**config.mk**
```make
export PLATFORM = sky130hd
export DESIGN_NAME = jk_ctrl_arbiter
export DESIGN_NICKNAME = d
export VERILOG_FILES = /design/src/rtl/jk_ctrl_arbiter_pkg.sv /design/src/rtl/jk_ctrl_arbiter_jkff_bank.sv /design/src/rtl/jk_ctrl_arbiter.sv
export SDC_FILE = /design/constraint.sdc
export NUM_CORES = 1
export LEC_CHECK = 0
export ABC_AREA = 1
export BUFFER_PORTS_ARGS = -buffer_cell sky130_fd_sc_hd__buf_2
export CAP_MARGIN = 20
export CORE_MARGIN = 3
export CORE_UTILIZATION = 50
export CTS_BUF_LIST = sky130_fd_sc_hd__clkbuf_4
export CTS_CLUSTER_DIAMETER = 60
export DETAILED_ROUTE_END_ITERATION = 6
export PLACE_DENSITY_LB_ADDON = 0.2
export SETUP_SLACK_MARGIN = 0.1
export SYNTH_ARGS = -nofsm -noshare
export SYNTH_HDL_FRONTEND = slang
export SYNTH_SLANG_ARGS = --single-unit
```
**constraint.sdc**
```tcl
create_clock -name CLK -period 1.3 [get_ports CLK]
set_clock_uncertainty 0.1 [all_clocks]
set_input_delay 0.195 -clock CLK [delete_from_list [all_inputs] [get_ports CLK]]
set_output_delay 0.195 -clock CLK [all_outputs]
set_load 0.005 [all_outputs]
```
**src/rtl/jk_ctrl_arbiter_pkg.sv**
```systemverilog
// Shared definitions for the two-requester JK register-bank arbiter:
// command encodings, FSM state encoding and the default bank width.
package jk_ctrl_arbiter_pkg;

   localparam int N_BITS_DEF = 4;

   typedef enum logic [1:0] {
      CMD_HOLD   = 2'b00,
      CMD_RESET  = 2'b01,
      CMD_SET    = 2'b10,
      CMD_TOGGLE = 2'b11
   } cmd_e;

   typedef enum logic [1:0] {
      ST_IDLE  = 2'b00,
      ST_APPLY = 2'b01,
      ST_ACK   = 2'b10
   } state_e;

   function automatic logic cmd_j(input logic [1:0] cmd);
      return (cmd == CMD_SET) || (cmd == CMD_TOGGLE);
   endfunction

   function automatic logic cmd_k(input logic [1:0] cmd);
      return (cmd == CMD_RESET) || (cmd == CMD_TOGGLE);
   endfunction

endpackage

```
**src/rtl/jk_ctrl_arbiter_jkff_bank.sv**
```systemverilog
// Bank of N_BITS JK flip-flops sharing one clock and asynchronous
// active-low reset; each bit has its own J/K inputs.
module jkff_bank
   import jk_ctrl_arbiter_pkg::*;
#(
   parameter int N_BITS = N_BITS_DEF
) (
   input  logic              CLK,
   input  logic              RST_N,
   input  logic [N_BITS-1:0] j_i,
   input  logic [N_BITS-1:0] k_i,
   output logic [N_BITS-1:0] q_o
);

   logic [N_BITS-1:0] q_q;
   logic [N_BITS-1:0] q_d;

   // JK characteristic equation, bitwise: Q+ = J&~Q | ~K&Q
   assign q_d = (j_i & ~q_q) | (~k_i & q_q);

   always_ff @(posedge CLK or negedge RST_N) begin
      if (!RST_N) begin
         q_q <= '0;
      end else begin
         q_q <= q_d;
      end
   end

   assign q_o = q_q;

endmodule

```
**src/rtl/jk_ctrl_arbiter.sv**
```systemverilog
// Round-robin arbiter granting two requesters single-shot JK commands
// on a shared register bank, with a four-phase REQ/GNT handshake.
//
// state    | meaning
// ---------+-----------------------------------------------------------
// ST_IDLE  | waiting; samples REQ0/REQ1, latches winner's CMD/MASK
// ST_APPLY | drives J/K into the bank for exactly one cycle
// ST_ACK   | GNT of winner high until the winner's REQ is seen low
module jk_ctrl_arbiter
   import jk_ctrl_arbiter_pkg::*;
#(
   parameter int N_BITS = N_BITS_DEF
) (
   input  logic              CLK,
   input  logic              RST_N,
   input  logic              REQ0,
   input  logic [1:0]        CMD0,
   input  logic [N_BITS-1:0] MASK0,
   input  logic              REQ1,
   input  logic [1:0]        CMD1,
   input  logic [N_BITS-1:0] MASK1,
   output logic              GNT0,
   output logic              GNT1,
   output logic              BUSY,
   output logic [N_BITS-1:0] Q
);

   state_e            state_q;
   logic              ptr_q;
   logic              win_q;
   logic [1:0]        cmd_q;
   logic [N_BITS-1:0] mask_q;
   logic              gnt0_q;
   logic              gnt1_q;

   logic              win_d;
   logic [1:0]        cmd_d;
   logic [N_BITS-1:0] mask_d;
   logic              win_req;
   logic [N_BITS-1:0] bank_j;
   logic [N_BITS-1:0] bank_k;

   always_comb begin
      win_d = 1'b0;
      if (REQ0 && REQ1) begin
         win_d = ptr_q;
      end else if (REQ1) begin
         win_d = 1'b1;
      end
      cmd_d   = win_d ? CMD1  : CMD0;
      mask_d  = win_d ? MASK1 : MASK0;
      win_req = win_q ? REQ1  : REQ0;
   end

   // Bank sees a non-zero J/K only in APPLY, so a held REQ cannot re-apply.
   always_comb begin
      bank_j = '0;
      bank_k = '0;
      if (state_q == ST_APPLY) begin
         bank_j = mask_q & {N_BITS{cmd_j(cmd_q)}};
         bank_k = mask_q & {N_BITS{cmd_k(cmd_q)}};
      end
   end

   always_ff @(posedge CLK or negedge RST_N) begin
      if (!RST_N) begin
         state_q <= ST_IDLE;
         ptr_q   <= 1'b0;
         win_q   <= 1'b0;
         cmd_q   <= '0;
         mask_q  <= '0;
         gnt0_q  <= 1'b0;
         gnt1_q  <= 1'b0;
      end else begin
         case (state_q)
            ST_IDLE: begin
               if (REQ0 || REQ1) begin
                  win_q   <= win_d;
                  cmd_q   <= cmd_d;
                  mask_q  <= mask_d;
                  ptr_q   <= ~win_d;
                  state_q <= ST_APPLY;
               end
            end
            ST_APPLY: begin
               gnt0_q  <= ~win_q;
               gnt1_q  <= win_q;
               state_q <= ST_ACK;
            end
            ST_ACK: begin
               if (!win_req) begin
                  gnt0_q  <= 1'b0;
                  gnt1_q  <= 1'b0;
                  state_q <= ST_IDLE;
               end
            end
            default: begin
               gnt0_q  <= 1'b0;
               gnt1_q  <= 1'b0;
               state_q <= ST_IDLE;
            end
         endcase
      end
   end

   jkff_bank #(
      .N_BITS (N_BITS)
   ) u_bank (
      .CLK   (CLK),
      .RST_N (RST_N),
      .j_i   (bank_j),
      .k_i   (bank_k),
      .q_o   (Q)
   );

   assign GNT0 = gnt0_q;
   assign GNT1 = gnt1_q;
   assign BUSY = (state_q != ST_IDLE);

endmodule
```
==> results.py, run 1 <==
metrics = {
    "route": {
        "dr_drc_count": 0,
        "route.detailed.vias_per_inst": 5.070,
        "initialDrtViolationCount": 13,
        "drtPass1Iterations": 5,
        "antenna_violating_nets_post_route": 0,
        "detailroute.via_count": 720,
        "wl_mm": 1.657,
        "route.detailed.wl_per_inst_um": 11.67,
    },
    "clock_network": {
        "path_clk_slew_ps": 90,
        "clockBufferDepth": 2,
        "clock_latency_ps": 280,
        "cts.sink_count": 16,
        "cts.root.buffer_cell": "sky130_fd_sc_hd__clkbuf_4",
        "tritoncts_clock_tree": "built",
        "htree_num_levels": 1,
        "cts_made_buffers": 3,
    },
    "min_path": {
        "hp-start": "MASK0[0]",
        "hold-path-cell-count": 5,
        "min-delay-path-class": "in2reg",
        "timing.hold.worst_endpoint": "mask_q[0]",
    },
    "power_and_ir_drop": {
        "leakage_power_nw": 0.5504,
        "power.total_mw": 2.144,
        "power-per-cell-area_mw_per_mm2": 2155,
        "ir_worst_vdd_mv": 1.182,
    },
    "timing": {
        "transition_time_at_the_pin_with_the_least_slew_margin_ps": 345.9,
        "timing_hold_violations_final": 0,
        "tns_ps": -26.51,
        "final-setup-viol-count": 1,
        "final_min_period_over_clock_period_pct": 102.0,
        "rsz_0062_raised_after_global_routing": "yes",
        "finalCriticalPeriod_ps": 1327,
        "final_max_slew_viol_count": 0,
        "max_clock_freq_mhz": 753.9,
        "max_transition_margin_pct": 76.94,
        "finalHoldWorstSlack_ps": 110.3,
        "timing.final.ws_setup_ps": -26.51,
    },
    "grt": {
        "maximum_number_of_pins_on_one_net_before_global_route_repair": 17,
        "grt.total_usage_pct": 19.07,
        "first_global_vias": 654,
        "grt_antenna_before_repair": 0,
        "grt_overflow_total": 0,
        "wire_length_of_the_first_global_routing_pass_mm": 2.780,
    },
    "floorplan": {
        "core_area_mm2": 0.001399,
        "ios": 23,
        "num_rows": 13,
        "chipWidth_um": 45.93,
        "chipHeight_um": 45.93,
        "initial_utilization_pct": 56.98,
        "die_area_mm2": 0.002109,
    },
    "placed_design": {
        "placed_cells": 133,
        "gp_congestion": 0.7797,
        "port_buffers": 22,
        "estimated_wirelength_of_the_detail_placed_design_mm": 1.254,
    },
    "critical_path": {
        "r2r_start": "state_q[0]",
        "worst-r2r-cell-count": 7,
        "worst_ep_arrival_time_ps": 1030,
        "setup.reg_to_reg.worst_slack_ps": 0,
        "r2r-end": "mask_q[3]",
        "critPathRequiredTime_ps": 1000,
        "critical_path_fanout_max": 3,
        "worst-setup-path-type": "reg2out",
        "timing.critical_path.to_type": "primary output",
        "worst_setup_path_start_kind": "flop",
    },
    "logic_synthesis": {
        "postSynthCellCount": 97,
        "ys_types": 16,
        "mappedNetlistArea_um2": 797.0,
        "syn_nets": 113,
        "synth_area_per_cell_um2": 8.217,
        "yosysSeqAreaShare_pct": 50.24,
        "ys_warn_count": 0,
        "synth.ff_latch_count": 16,
    },
    "cells_and_area": {
        "nets": 145,
        "utilization_pct": 71.11,
        "area.growth.synth_to_final_pct": 24.80,
        "final_layout_size_suffix_gt1_share_pct": 29.92,
        "n_antenna_cell": 0,
        "nFillCells": 113,
        "final_cells": 142,
    },
    "status": {
        "failed_checks": "negative setup slack",
        "outcome": "complete, but fails checks",
    },
    "job": {
        "max-cap-violations": 0,
    },
}
-- registers in the layout (all words and copies together), names as in the netlist --
register / cells
u_bank.q_o: 4
cmd_q: 2
win_q: 1
GNT1: 1
GNT0: 1
state_q: 2
mask_q: 4
ptr_q: 1
-- stage by stage --
step / cell area, µm² / worst slack, ps
3_5_place_dp: 914.6 / 87.74
2_1_floorplan: 797.0 / 206.1
4_1_cts: 987.2 / -24.88
5_1_grt: 994.7 / -79.83
6_report: 994.7 / -26.51
3_3_place_gp: 914.6 / 165.5
-- placed cells by master, fill, tap and decap left out --
| master | count |
|---|---|
| sky130_fd_sc_hd__dlygate4sd3_1 | 1 |
| sky130_fd_sc_hd__o21ai_0 | 4 |
| sky130_fd_sc_hd__nor2_2 | 1 |
| sky130_fd_sc_hd__nor2_1 | 1 |
| sky130_fd_sc_hd__dfrtp_1 | 16 |
| sky130_fd_sc_hd__inv_2 | 2 |
| sky130_fd_sc_hd__buf_6 | 1 |
| sky130_fd_sc_hd__o21ai_1 | 5 |
| sky130_fd_sc_hd__nand2_2 | 2 |
| sky130_fd_sc_hd__inv_4 | 1 |
| sky130_fd_sc_hd__nand2_1 | 35 |
| sky130_fd_sc_hd__nand3_1 | 11 |
| sky130_fd_sc_hd__inv_1 | 9 |
| sky130_fd_sc_hd__buf_2 | 21 |
| sky130_fd_sc_hd__clkbuf_4 | 3 |
| sky130_fd_sc_hd__nor2_8 | 1 |
| sky130_fd_sc_hd__nand3b_1 | 6 |
| sky130_fd_sc_hd__nor2_4 | 2 |
| sky130_fd_sc_hd__o21a_1 | 1 |
| sky130_fd_sc_hd__buf_4 | 4 |
-- synth_stat cells --
cell                       number  area share, %
sky130_fd_sc_hd__nor2_2         1           0.79
sky130_fd_sc_hd__buf_6          1            1.4
sky130_fd_sc_hd__nor2_4         1            1.4
sky130_fd_sc_hd__inv_4          1           0.79
sky130_fd_sc_hd__nand3b_1       6            5.7
sky130_fd_sc_hd__nand2_2        2            1.6
sky130_fd_sc_hd__nand3_1       11            6.9
sky130_fd_sc_hd__nor2_8         1            2.5
sky130_fd_sc_hd__o21ai_0        4            2.5
sky130_fd_sc_hd__nor2_1         1           0.47
sky130_fd_sc_hd__o21a_1         1           0.94
sky130_fd_sc_hd__dfrtp_1       16             50
sky130_fd_sc_hd__inv_2          2           0.94
sky130_fd_sc_hd__inv_1          9            4.2
sky130_fd_sc_hd__nand2_1       35             16
sky130_fd_sc_hd__o21ai_1        5            3.1
-- layer usage --
metal / vias up / share of wire (%) / track usage, %
met2: 30 / 49 / 30.49
met4: 0 / 1.0 / 10.23
met3: 2 / 7.8 / 3.557
li1: 372 / - / -
met1: 316 / 42 / 24.01
met5: - / 0 / 0
-- worst max-delay path, cell delays in order (launching register included) --
cell and delay, ps:
sky130_fd_sc_hd__dfrtp_1 410, sky130_fd_sc_hd__nor2_2 160, sky130_fd_sc_hd__inv_2 70, sky130_fd_sc_hd__buf_6 110
-- area by class of cell --
| type | count | area [µm²] | area share (%) |
|---|---|---|---|
| timing repair buffer | 27 | 156.4 | 15.72 |
| tap | 15 | 18.77 | 1.887 |
| inverter | 12 | 47.55 | 4.780 |
| multi-input combinational | 69 | 349.1 | 35.09 |
| sequential | 16 | 400.4 | 40.25 |
| clock buffer | 3 | 22.52 | 2.264 |
-- worst max path at each step --
| stage | start | endpoint | slack [ps] | cells past startpoint |
|---|---|---|---|---|
| 6_report | state_q[0] | BUSY | -30 | 3 |
| 5_1_grt | state_q[0] | BUSY | -80 | 3 |
| 4_1_cts | state_q[1] | BUSY | -20 | 3 |
| 3_5_place_dp | state_q[0] | mask_q[0] | 90 | 6 |
| 3_3_place_gp | state_q[0] | mask_q[0] | 170 | 6 |
| 2_1_floorplan | state_q[0] | cmd_q[1] | 210 | 6 |
-- power breakdown --
| group | total, mW | switching, mW | internal, mW |
|---|---|---|---|
| logic | 0.960 | 0.527 | 0.433 |
| clock network | 0.249 | 0.142 | 0.107 |
| registers | 0.934 | 0.198 | 0.736 |
-- cells by family after synthesis --
| logic type | Yosys count | share of synthesized area, % |
|---|---|---|
| AOI/OAI and AO/OA | 10 | 6.593 |
| DFF | 16 | 50.23 |
| and+or+nand+nor | 58 | 35.79 |
| buffers and inverters | 13 | 7.379 |
-- timing repair --
item,CTS,global route
gates resized for setup,1,0
pin swaps,3,2
hold buffers,1,0
cloned,1,0
endpoints found under the hold margin,16,0
endpoints found under the setup margin,7,13
buffers inserted,3,1
Note: power is estimated with default switching activity, not from simulation.
==> run 2, diff against run 1 <==
Settings changed: ABC_AREA 1 to default, CELL_PAD_IN_SITES_DETAIL_PLACEMENT from default to 0, CELL_PAD_IN_SITES_GLOBAL_PLACEMENT from default to 1, CORE_UTILIZATION 50 to 40.
==> run 2 against run 1 <==
The flow still finishes with violations (negative setup slack). Final area up 14%. Clock power increased by 5%. Critical path type unchanged. Non-clock buffer count is 6 higher. First-iteration DRC count shrank 23%. Critical endpoint unchanged. Critical path depth is the same. Combinational power is 43% higher. Largest cell class is now multi-input gates.
==> results.py, run 2 <==
metrics = {
    "timing": {
        "timing.final.ws_setup_ps": -13.29,
        "finalCriticalPeriod_ps": 1313,
        "final-setup-viol-count": 1,
        "timing_hold_violations_final": 0,
        "max_clock_freq_mhz": 761.4,
        "final_min_period_over_clock_period_pct": 101.0,
        "max_transition_margin_pct": 75.40,
        "rsz_0062_raised_after_global_routing": "yes",
        "transition_time_at_the_pin_with_the_least_slew_margin_ps": 369.1,
        "final_max_slew_viol_count": 0,
    },
    "logic_synthesis": {
        "yosysSeqAreaShare_pct": 49.23,
        "synth.top_cell.area_share_pct": 49.23,
        "number_of_enable_flip_flop_cells_after_synthesis": 0,
        "yosys.cell_count.top_type": "sky130_fd_sc_hd__dfrtp_1",
        "mappedNetlistArea_um2": 813.3,
        "synth.ff_latch_count": 16,
        "synth_flop_cell": "sky130_fd_sc_hd__dfrtp_1",
        "ys_types": 25,
        "synth_area_leaders": "sky130_fd_sc_hd__dfrtp_1 (49%), sky130_fd_sc_hd__a31oi_2 (9.2%), sky130_fd_sc_hd__a31oi_1 (4.6%), sky130_fd_sc_hd__a21oi_1 (4.3%), sky130_fd_sc_hd__a41oi_1 (4.3%)",
        "ys_warn_count": 0,
        "postSynthCellCount": 75,
        "synth_top_area_cell": "sky130_fd_sc_hd__dfrtp_1",
        "synth_area_per_cell_um2": 10.84,
        "syn_nets": 91,
        "ys_async_sr_fraction_pct": 100.0,
        "ys_top_cells_by_count": "sky130_fd_sc_hd__dfrtp_1 (16), sky130_fd_sc_hd__a21oi_1 (7)",
    },
    "clock_network": {
        "cts.sink_count": 16,
        "cts_made_buffers": 3,
        "htree_num_levels": 1,
        "clockBufferDepth": 2,
        "tritoncts_clock_tree": "built",
        "cts.root.buffer_cell": "sky130_fd_sc_hd__clkbuf_4",
        "clock_latency_ps": 290,
        "path_clk_slew_ps": 90,
    },
    "critical_path": {
        "critical_path.slowest_cell": "sky130_fd_sc_hd__dfrtp_2",
        "critPathRequiredTime_ps": 1000,
        "critical_path_fanout_max": 3,
        "crit_family": "flip-flops",
        "cp.buffers_inverters": 2,
        "worst_setup_path_start_kind": "flop",
        "crit_chain": "nor2_4 > inv_2 > buf_6",
        "timing.critical_path.to_type": "primary output",
        "worst-setup-path-type": "reg2out",
        "worst_ep_arrival_time_ps": 1020,
        "cpPeakStageDelay_ps": 450,
    },
    "cells_and_area": {
        "final_layout_size_suffix_gt1_share_pct": 51.40,
        "area.growth.synth_to_final_pct": 39.08,
        "final_common_cell": "sky130_fd_sc_hd__buf_2",
        "nFillCells": 168,
        "n_antenna_cell": 0,
        "utilization_pct": 62.13,
        "stdcell_area_mm2": 0.001131,
        "final_cell_mix": "sky130_fd_sc_hd__buf_2 (21), sky130_fd_sc_hd__dfrtp_1 (15), sky130_fd_sc_hd__a21oi_1 (7), sky130_fd_sc_hd__buf_4 (7)",
        "nets": 125,
    },
    "placed_design": {
        "port_buffers": 22,
        "detailedPlace.worstSlack_ps": -63.13,
        "estimated_wirelength_of_the_detail_placed_design_mm": 1.294,
        "placedInstanceArea_um2": 949.7,
        "gp_congestion": 0.7224,
    },
    "route": {
        "wl_met3_um": 133,
        "initialDrtViolationCount": 10,
        "route.detailed.vias_per_inst": 5.492,
        "dr_wl_met2_um": 862,
        "drtPass1Iterations": 4,
        "highest-signal-layer": "met4",
        "dr_drc_count": 0,
        "routed_metal_1_wire_length_um": 855,
        "wl_mm": 1.885,
        "route.detailed.wl_per_inst_um": 14.28,
        "detailroute.via_count": 725,
        "antenna_violating_nets_post_route": 0,
    },
    "min_path": {
        "min-delay-path-class": "in2reg",
    },
    "floorplan": {
        "initial_utilization_pct": 44.67,
        "chipHeight_um": 51.09,
        "chipWidth_um": 51.09,
        "num_rows": 15,
        "ios": 23,
        "die_area_mm2": 0.002610,
        "core_area_mm2": 0.001821,
    },
    "grt": {
        "first_global_vias": 689,
        "wire_length_of_the_first_global_routing_pass_mm": 3.077,
        "grt_antenna_before_repair": 0,
        "grt_overflow_total": 0,
        "grt.total_usage_pct": 16.00,
        "maximum_number_of_pins_on_one_net_before_global_route_repair": 17,
    },
    "power_and_ir_drop": {
        "leakage_power_nw": 0.4629,
        "power-per-cell-area_mw_per_mm2": 2393,
        "ir_worst_vdd_mv": 1.542,
    },
    "status": {
        "failed_checks": "negative setup slack",
        "outcome": "complete, but fails checks",
    },
    "job": {
        "max-cap-violations": 0,
    },
}
==> run 2: worst register-to-register path, cell delays in order, from the launching register on <==
cell and delay (ps):
sky130_fd_sc_hd__dfrtp_1 430, sky130_fd_sc_hd__nor2b_4 150, sky130_fd_sc_hd__buf_6 120, sky130_fd_sc_hd__a31o_1 170, sky130_fd_sc_hd__a32o_1 210
==> run 2: cell type report <==
cell class / count / area (µm²) / share of cell area, %
Multi-Input combinational cell: 50 / 444.2 / 39.27
Tap cell: 25 / 31.28 / 2.765
Inverter: 5 / 18.77 / 1.659
Sequential cell: 16 / 401.6 / 35.51
Timing Repair Buffer: 33 / 212.7 / 18.81
Clock buffer: 3 / 22.52 / 1.991
==> run 2: path summary, 6_finish.rpt <==
kind	start	endpoint	slack, ps	cells after the start
hold reg to reg	u_bank.q_o[1]	u_bank.q_o[1]	420	1
max in group asynchronous	RST_N	state_q[1]	580	2
hold / removal	MASK1[3]	mask_q[3]	100	3
min in group asynchronous	RST_N	state_q[1]	240	2
setup / recovery	state_q[1]	BUSY	-10	3
setup reg to reg	state_q[0]	GNT0	20	4
==> run 2: per-layer routing <==
metal,global-route usage (%),vias to the layer above
li1,-,358
met1,19.89,335
met2,24.68,27
met3,5.539,5
met4,7.623,0
met5,0,-
==> run 2: cell families (layout without fill, tap and decap cells) <==
logic type	count (synthesis)	after routing	share of synthesized area, %
simple gates	13	13	9.232
flops	16	16	49.23
mux	1	1	1.231
compound gates	36	36	34.00
buf+inv	9	41	6.307
==> run 2: through the flow <==
step | cells | total power, mW | TNS (ps) | hold WS, ps
global placement | 121 | 1.936 | -154.8 | 32.00
floorplan | 75 | 1.665 | 0 | -200.6
detailed placement | 121 | 1.966 | -197.3 | 39.00
CTS | 129 | 2.371 | -22.37 | 92.98
finish | 132 | 2.706 | -13.29 | 100.3
global route | 132 | 2.907 | -305.7 | 105.8
==> run 2: report_power, final <==
| group | total [mW] | switching (mW) | internal, mW | leakage, nW |
|---|---|---|---|---|
| combinational | 1.37 | 0.608 | 0.763 | 0.264 |
| clock | 0.261 | 0.153 | 0.108 | 0.0138 |
| sequential | 1.07 | 0.326 | 0.748 | 0.185 |
| total | 2.71 | 1.09 | 1.62 | 0.463 |
==> run 2: what timing repair did <==
action	in CTS	in global routing
pin swaps	1	6
gates resized for setup	5	10
hold buffers	1	0
setup buffers	4	3
hold endpoints to repair	16	0
setup endpoints to repair	12	14
==> run 3, diff against run 2 <==
Settings changed: SLEW_MARGIN from default to 10.
Clock period 1.3 ns to 1.4 ns, I/O delays scaled along.
==> run 3 against run 2 <==
The flow now finishes without violations. Core utilization decreased by 2.8 points. Global-route usage grew 0.38 points. Via count decreased by 2.3%. Critical path depth unchanged. Sequential power down 15%. Combinational power fell by 12%. Die area unchanged. Power decreased by 14%. Clock-buffer cell count unchanged. Sequential share of layout area increased by 1.6 points. Critical path type unchanged. Critical endpoint unchanged. Largest cell class unchanged. Largest power group unchanged.
==> results.py, run 3 (synthesis gave the netlist of run 2 again) <==
metrics = {
    "status": {
        "outcome": "finished clean",
    },
    "floorplan": {
        "num_rows": 15,
        "chipHeight_um": 51.09,
        "ios": 23,
        "core_area_mm2": 0.001821,
        "initial_utilization_pct": 44.67,
        "chipWidth_um": 51.09,
        "die_area_mm2": 0.002610,
    },
    "clock_network": {
        "htree_num_levels": 1,
        "clock_latency_ps": 280,
        "cts_made_buffers": 3,
        "path_clk_slew_ps": 90,
        "tritoncts_clock_tree": "built",
        "cts.root.buffer_cell": "sky130_fd_sc_hd__clkbuf_4",
        "cts.sink_count": 16,
        "clockBufferDepth": 2,
    },
    "power_and_ir_drop": {
        "power-per-cell-area_mw_per_mm2": 2168,
        "ir_worst_vdd_mv": 1.633,
        "leakage_power_nw": 0.4436,
        "power.total_mw": 2.341,
    },
    "placed_design": {
        "port_buffers": 22,
        "placed_cells": 122,
        "gp_congestion": 0.7390,
        "detailedPlace.worstSlack_ps": 84.09,
        "estimated_wirelength_of_the_detail_placed_design_mm": 1.363,
        "placedInstanceArea_um2": 952.2,
    },
    "grt": {
        "first_global_vias": 691,
        "grt_antenna_before_repair": 0,
        "grt.total_usage_pct": 16.39,
        "wire_length_of_the_first_global_routing_pass_mm": 3.174,
        "grt_overflow_total": 0,
        "maximum_number_of_pins_on_one_net_before_global_route_repair": 17,
    },
    "cells_and_area": {
        "stdcell_area_mm2": 0.001080,
        "final_cells": 129,
        "nets": 122,
        "n_antenna_cell": 0,
        "nFillCells": 158,
        "final_common_cell": "sky130_fd_sc_hd__buf_2",
        "area.sequential_um2": 400.4,
        "final_layout_size_suffix_gt1_share_pct": 44.23,
        "combined_area_of_the_multi_input_logic_cells_um2": 430.4,
        "final_cell_mix": "sky130_fd_sc_hd__buf_2 (22), sky130_fd_sc_hd__dfrtp_1 (16), sky130_fd_sc_hd__a31oi_1 (6), sky130_fd_sc_hd__nand3_1 (6), sky130_fd_sc_hd__buf_4 (6)",
        "area.growth.synth_to_final_pct": 32.77,
    },
    "timing": {
        "timing.final.ws_setup_ps": 48.15,
        "final-setup-viol-count": 0,
        "max_transition_margin_pct": 75.68,
        "transition_time_at_the_pin_with_the_least_slew_margin_ps": 361.0,
        "finalHoldWorstSlack_ps": 119.6,
        "final_min_period_over_clock_period_pct": 96.56,
        "finalCriticalPeriod_ps": 1352,
        "rsz_0062_raised_after_global_routing": "yes",
        "timing_hold_violations_final": 0,
        "max_clock_freq_mhz": 739.7,
        "final_max_slew_viol_count": 0,
    },
    "critical_path": {
        "worst-setup-path-type": "reg2out",
        "critical_path_fanout_max": 5,
        "timing.critical_path.to_type": "primary output",
        "setup.reg_to_reg.worst_slack_ps": 100,
        "worst_setup_path_start_kind": "flop",
        "worst_ep_arrival_time_ps": 1040,
        "critPathRequiredTime_ps": 1090,
    },
    "min_path": {
        "min-delay-path-class": "in2reg",
    },
    "route": {
        "wl_mm": 1.896,
        "drtPass1Iterations": 4,
        "antenna_violating_nets_post_route": 0,
        "detailroute.via_count": 708,
        "route.detailed.wl_per_inst_um": 14.70,
        "initialDrtViolationCount": 18,
        "dr_drc_count": 0,
        "route.detailed.vias_per_inst": 5.488,
    },
    "job": {
        "max-cap-violations": 0,
    },
}
run 3: changes by cell type in the layout (fill, tap and decap cells not counted), sizes merged:
cell,before,now
buf,32,29
run 3: per-layer routing:
| metal | vias up | GRT usage (%) | share of wire [%] |
|---|---|---|---|
| met3 | 2 | 6.122 | 6.2 |
| met5 | - | 0 | 0 |
| li1 | 349 | - | - |
| met1 | 333 | 23.39 | 49 |
| met4 | 0 | 4.036 | 0.74 |
| met2 | 24 | 23.18 | 43 |
run 3: final timing paths:
kind,startpoint,to,cells past startpoint
hold reg to reg,u_bank.q_o[2],u_bank.q_o[2],1
hold / removal,MASK1[3],mask_q[3],3
setup / recovery,state_q[1],BUSY,3
min in group asynchronous,RST_N,GNT0,2
setup reg to reg,state_q[1],mask_q[3],4
max in group asynchronous,RST_N,u_bank.q_o[3],2
run 3: report_power, final:
part | total [mW] | switching, mW | internal [mW]
registers | 0.911 | 0.217 | 0.694
clock network | 0.232 | 0.132 | 0.0997
logic | 1.20 | 0.581 | 0.617
total | 2.34 | 0.930 | 1.41
run 3: repair_timing:
action | CTS | global route
setup buffers | 2 | 1
hold endpoints to repair | 16 | 0
pin swaps | 1 | 7
hold buffers | 1 | 0
endpoints found under the setup margin | 5 | 12
gates resized for setup | 0 | 14
run 3: stage by stage:
stage / setup TNS, ps / util, %
after global routing: -13.19 / 59.31
after floorplan: 0 / -
after CTS: 0 / 54.91
after detailed placement: 0 / 52.30
final: 0 / 59.31
after global placement: 0 / 52.30
run 3: final cells by class:
class	instances	area share (%)
clock buffer	3	2.086
tap	25	2.897
timing repair buffer	30	16.34
multi-input combinational	50	39.86
inverter	5	1.738
sequential	16	37.08
run 3: worst max-delay path, stage by stage (launching register included):
cell and delay, ps:
sky130_fd_sc_hd__dfrtp_1 440, sky130_fd_sc_hd__nor2_2 140, sky130_fd_sc_hd__inv_1 60, sky130_fd_sc_hd__buf_2 120
